==> src/rtl/rsub_serial_word.sv <==
// ---------------------------------------------------------------------------
// rsub_serial_word
//
// Bit-serial word subtractor. On a start strobe it latches two WIDTH-bit
// unsigned operands and computes op_a - op_b LSB-first, one bit per clock,
// through a 1-bit full subtractor whose borrow lives in a flip-flop. When the
// last bit has been processed it presents the difference and the final borrow
// together with a one-cycle done pulse.
//
// Parameters
//   WIDTH          operand / result width in bits, 1..32 (default 8)
//
// Ports
//   i_clk          rising-edge clock
//   i_rst_n        asynchronous active-low reset
//   i_start        request strobe, sampled only while o_busy is low
//   i_op_a         minuend, sampled with i_start
//   i_op_b         subtrahend, sampled with i_start
//   o_busy         high while a subtraction is in progress (bit cycles)
//   o_done         one-cycle pulse in the cycle diff/borrow_out are updated
//   o_diff         op_a - op_b modulo 2^WIDTH
//   o_borrow_out   final borrow, 1 when op_a < op_b (unsigned)
//   o_dbg_state    current FSM state (0 IDLE, 1 SHIFT, 2 DONE) for checkers
//
// Handshake: a request is accepted on any rising edge where i_start is high
// and o_busy is low (IDLE or DONE). While o_busy is high i_start is ignored
// entirely; there is no queueing. Exactly one o_done pulse follows each
// accepted request, WIDTH+1 clocks after the accepting edge, unless a reset
// intervenes.
// ---------------------------------------------------------------------------
module rsub_serial_word #(
    parameter int WIDTH = 8
) (
    input  logic             i_clk,
    input  logic             i_rst_n,
    input  logic             i_start,
    input  logic [WIDTH-1:0] i_op_a,
    input  logic [WIDTH-1:0] i_op_b,
    output logic             o_busy,
    output logic             o_done,
    output logic [WIDTH-1:0] o_diff,
    output logic             o_borrow_out,
    output logic [1:0]       o_dbg_state
);

    // Counter only needs to reach WIDTH-1; keep at least one bit for WIDTH=1.
    localparam int CW = (WIDTH > 1) ? $clog2(WIDTH) : 1;
    localparam logic [CW-1:0] LAST_BIT = CW'(WIDTH - 1);

    localparam logic [1:0] S_IDLE  = 2'd0;
    localparam logic [1:0] S_SHIFT = 2'd1;
    localparam logic [1:0] S_DONE  = 2'd2;

    // -----------------------------------------------------------------------
    // Registers
    // -----------------------------------------------------------------------
    logic [1:0]       r_state;
    logic [WIDTH-1:0] r_a;
    logic [WIDTH-1:0] r_b;
    logic [WIDTH-1:0] r_r;
    logic [CW-1:0]    r_cnt;
    logic             r_bq;
    logic [WIDTH-1:0] r_diff;
    logic             r_borrow;

    // -----------------------------------------------------------------------
    // Combinational nets
    // -----------------------------------------------------------------------
    logic [1:0]       w_state_next;
    logic             w_accept;
    logic             w_last;
    logic             w_d;
    logic             w_bnext;
    logic [WIDTH-1:0] w_r_next;

    // A request is taken whenever we are not in the middle of a subtraction.
    assign w_accept = i_start && (r_state != S_SHIFT);
    assign w_last   = (r_cnt == LAST_BIT);

    // 1-bit full subtractor on the current LSBs and the stored borrow.
    assign w_d     = r_a[0] ^ r_b[0] ^ r_bq;
    assign w_bnext = (~r_a[0] & r_b[0]) | (~(r_a[0] ^ r_b[0]) & r_bq);

    // Result bit i is written straight to position i. This is exactly where
    // an MSB-in right-shift register would leave it after WIDTH shifts, and it
    // lets the final word be formed in the same cycle as the last bit.
    always_comb begin
        w_r_next        = r_r;
        w_r_next[r_cnt] = w_d;
    end

    // -----------------------------------------------------------------------
    // FSM process 1: state register
    // -----------------------------------------------------------------------
    always_ff @(posedge i_clk or negedge i_rst_n) begin
        if (!i_rst_n) begin
            r_state <= S_IDLE;
        end else begin
            r_state <= w_state_next;
        end
    end

    // -----------------------------------------------------------------------
    // FSM process 2: next-state logic
    // -----------------------------------------------------------------------
    always_comb begin
        w_state_next = r_state;
        case (r_state)
            S_IDLE: begin
                if (i_start) begin
                    w_state_next = S_SHIFT;
                end
            end
            S_SHIFT: begin
                if (w_last) begin
                    w_state_next = S_DONE;
                end
            end
            S_DONE: begin
                // A start in the done cycle chains straight into the next
                // operation, giving one result every WIDTH+1 clocks.
                if (i_start) begin
                    w_state_next = S_SHIFT;
                end else begin
                    w_state_next = S_IDLE;
                end
            end
            default: begin
                w_state_next = S_IDLE;
            end
        endcase
    end

    // -----------------------------------------------------------------------
    // FSM process 3: outputs (decoded from the state register only, so there
    // is no combinational path from any input to any output)
    // -----------------------------------------------------------------------
    always_comb begin
        o_busy = 1'b0;
        o_done = 1'b0;
        case (r_state)
            S_SHIFT: o_busy = 1'b1;
            S_DONE:  o_done = 1'b1;
            default: begin
                o_busy = 1'b0;
                o_done = 1'b0;
            end
        endcase
    end

    assign o_diff       = r_diff;
    assign o_borrow_out = r_borrow;
    assign o_dbg_state  = r_state;

    // -----------------------------------------------------------------------
    // Datapath: operand shift registers, result, counter, borrow flop
    // -----------------------------------------------------------------------
    always_ff @(posedge i_clk or negedge i_rst_n) begin
        if (!i_rst_n) begin
            r_a   <= '0;
            r_b   <= '0;
            r_r   <= '0;
            r_cnt <= '0;
            r_bq  <= 1'b0;
        end else if (w_accept) begin
            r_a   <= i_op_a;
            r_b   <= i_op_b;
            r_r   <= '0;
            r_cnt <= '0;
            r_bq  <= 1'b0;
        end else if (r_state == S_SHIFT) begin
            r_a   <= r_a >> 1;
            r_b   <= r_b >> 1;
            r_r   <= w_r_next;
            r_cnt <= r_cnt + 1'b1;
            r_bq  <= w_bnext;
        end
    end

    // Visible results change only on the transition into DONE and hold
    // through IDLE and SHIFT until the next completion.
    always_ff @(posedge i_clk or negedge i_rst_n) begin
        if (!i_rst_n) begin
            r_diff   <= '0;
            r_borrow <= 1'b0;
        end else if ((r_state == S_SHIFT) && w_last) begin
            r_diff   <= w_r_next;
            r_borrow <= w_bnext;
        end
    end

endmodule

==> config.mk <==
export PLATFORM = sky130hd
export DESIGN_NAME = rsub_serial_word
export DESIGN_NICKNAME = d
export VERILOG_FILES = /design/src/rtl/rsub_serial_word.sv
export SDC_FILE = /design/constraint.sdc
export NUM_CORES = 1
export LEC_CHECK = 0
export BUFFER_PORTS_ARGS = -buffer_cell sky130_fd_sc_hd__clkbuf_2
export CAP_MARGIN = 20
export CORE_UTILIZATION = 55
export DETAILED_ROUTE_END_ITERATION = 10
export GPL_ROUTABILITY_DRIVEN = 0
export MAX_ROUTING_LAYER = met4
export PLACE_DENSITY = 0.79
export SYNTH_ARGS = -nofsm -noshare
export SYNTH_HDL_FRONTEND = slang
export SYNTH_SLANG_ARGS = --single-unit
export TNS_END_PERCENT = 50
==> constraint.sdc <==
create_clock -name i_clk -period 2.3 [get_ports i_clk]
set_clock_uncertainty 0.2 [all_clocks]
set_input_delay 0.575 -clock i_clk [delete_from_list [all_inputs] [get_ports i_clk]]
set_output_delay 0.575 -clock i_clk [all_outputs]
set_load 0.02 [all_outputs]
==> impl_metrics.py <==
metrics = {
    "final_layout": {
        "final_nets": 230,
        "drive_gt1_frac": 0.198,
        "fillCellCount": 281,
        "layout_common_cells": "dfrtp_1, clkbuf_2, mux2i_1, nand2_1, nand3_1",
        "area_delta_synth_final_pct": 11.9,
        "final_common_cell": "dfrtp_1",
        "diodes": 0,
    },
    "yosys": {
        "ys.warnings.count": 0,
        "syn_area_um2": 1830,
        "synth_seq_cells": 39,
        "yosysTopAreaCellShare": 0.532,
        "synthTopCellsByArea": "dfrtp_1, mux2i_1, nand3_1",
        "syn_area_per_cell_um2": 10.3,
        "syn_nets": 200,
        "synth_area_leader_cell": "dfrtp_1",
        "synth_cell_types": 24,
        "synthCells": 178,
        "ys_seq_area_frac": 0.532,
    },
    "hold_path": {
        "min_path_type": "input pin to async pin",
    },
    "clock_tree": {
        "clkSlewWorstSetupHoldPaths_ns": 0.11,
        "clock_latency_ns": 0.34,
        "clock_path_buffers": 2,
        "clock_sinks": 39,
        "cts_hold_buf": 0,
        "cts_buffers": 5,
        "cts_root_buf": "clkbuf_4",
        "cts_resized": 0,
        "cts_setup_buffers": 0,
        "cts_tree": "done",
        "htree_levels": 2,
    },
    "run": {
        "drv_cap": 0,
    },
    "global_routing": {
        "grt_remaining_overflow": 0,
        "grt_pass1_vias": 1268,
        "grt_start_max_net_pins": 40,
        "grt_first_pass_wirelength_um": 5910,
        "antenna_found_initial": 0,
        "grt_usage": 0.235,
    },
    "setup_path": {
        "cp_max_fo": 17,
        "crit_start": "o_dbg_state[1]",
        "slowest_delay_ns": 0.41,
        "crit_type": "register to output pin",
        "crit_buf_inv": 2,
        "r2r_cells": 4,
        "end_kind": "output pin",
        "arrival_ns": 1.39,
        "crit_slowest_cell": "dfrtp_1",
        "reg2reg_slack_ns": 0.33,
        "r2r_start": "r_cnt[0]",
        "worstPathCellList": "nand2b_1, inv_2, clkbuf_2",
        "crit_family": "buffers and inverters",
        "cp-start-kind": "register",
        "worstPathRequired_ns": 1.52,
        "r2r-end": "o_borrow_out",
    },
    "power_and_ir_drop": {
        "power_leakage_nw": 1.01,
        "finalPower_mw": 2.62,
        "power_density_nw_per_um2": 1280,
        "peakVddDrop_mv": 0.656,
    },
    "sta": {
        "tns_ns": 0,
        "relSlewSlack": 0.583,
        "fmax_ghz": 0.462,
        "worst_slew_pin_slew_ns": 0.626,
        "finalMaxSlewViolations": 0,
        "hold_viol": 0,
        "rsz0062_at_grt": "false",
        "setup_viol": 0,
        "post-route-min-period_ns": 2.17,
        "min_period_over_period": 0.942,
    },
    "floorplan": {
        "dieArea_um2": 3570,
        "start_util": 0.591,
        "coreArea_um2": 3100,
        "die_h_um": 59.7,
        "rows": 20,
        "io_pins": 32,
        "die_x_um": 59.7,
    },
    "detailed_routing": {
        "wl_met1_um": 1600,
        "drtPass1Iterations": 4,
        "dr.first_iter.drc_count": 78,
        "via_per_inst": 5.44,
        "maxUsedRoutingLayer": "met4",
        "ant_nets": 0,
        "wl_met2_um": 1570,
        "vias": 1365,
        "drt-wirelength-per-cell_um": 13.6,
        "drc": 0,
        "wl_um": 3410,
        "routed-wl-met3_um": 194,
    },
    "status": {
        "status": "finished clean",
    },
    "place": {
        "numPortBuffers": 31,
        "place_hpwl_um": 2360,
    },
}
-- synthesized netlist by cell type --
cell and number:
a21oi_1 8, and3b_1 1, buf_2 5, buf_4 3, clkbuf_1 4, dfrtp_1 39, fa_1 1, ha_1 2
inv_1 5, inv_2 1, mux2i_1 25, nand2_1 20, nand2b_1 1, nand3_1 18, nand3b_1 3, nor2_1 10
nor2b_1 1, o211ai_1 7, o21ai_0 17, o21ai_1 1, o221ai_1 1, o22ai_1 1, or3_1 1, or3b_1 3
-- worst max-delay path by stage --
stage,to,slack (ns),cells past startpoint
2_1_floorplan,o_busy,0.50,3
3_3_place_gp,r_r[6],0.40,3
3_5_place_dp,r_r[3],0.34,3
4_1_cts,o_busy,0.12,3
5_1_grt,o_busy,0.05,3
6_report,o_busy,0.13,3
-- where the power goes --
part	switching [mW]	internal, mW
combinational	0.707	0.426
sequential	0.212	0.966
clock	0.197	0.109
-- flip-flops by register name, indices dropped and copies added, names as in the netlist --
register,cells
r_cnt,3
r_bq,1
r_a,8
o_diff,8
r_b,8
r_r,8
o_dbg_state,2
o_borrow_out,1
-- cell type report --
cell class | instances | area [um^2] | share of cell area
Clock buffer | 6 | 41.3 | 0.0201
Tap cell | 44 | 55.1 | 0.0268
Inverter | 6 | 22.5 | 0.0110
Multi-Input combinational cell | 121 | 772 | 0.376
Timing Repair Buffer | 35 | 185 | 0.0902
Sequential cell | 39 | 976 | 0.476
-- metrics by stage --
stage	setup WS, ns	cells	instance area, um^2	util	hold WS, ns
after CTS	0.122	251	2050	0.661	0.0772
after global placement	0.405	245	2010	0.648	0.258
after detailed placement	0.344	245	2010	0.648	0.273
final	0.134	251	2050	0.661	0.0666
after floorplan	0.495	178	1830	-	0.0794
after global routing	0.0536	251	2050	0.661	0.0853
-- routing by layer --
metal / global-route usage / vias to the layer above
met5: - / -
met4: 0.0963 / 0
met3: 0.0584 / 5
met2: 0.333 / 40
met1: 0.323 / 638
li1: - / 682
-- logic make-up after synthesis --
| family | count (synthesis) | share of synthesized area |
|---|---|---|
| multiplexers | 25 | 0.137 |
| AND/OR/NAND/NOR | 58 | 0.152 |
| AO/OA/AOI/OAI | 35 | 0.108 |
| adder cells (fa/ha/maj) | 3 | 0.0246 |
| buffers and inverters | 18 | 0.0464 |
| flip-flops | 39 | 0.532 |
(Power assumes the default switching activity.)
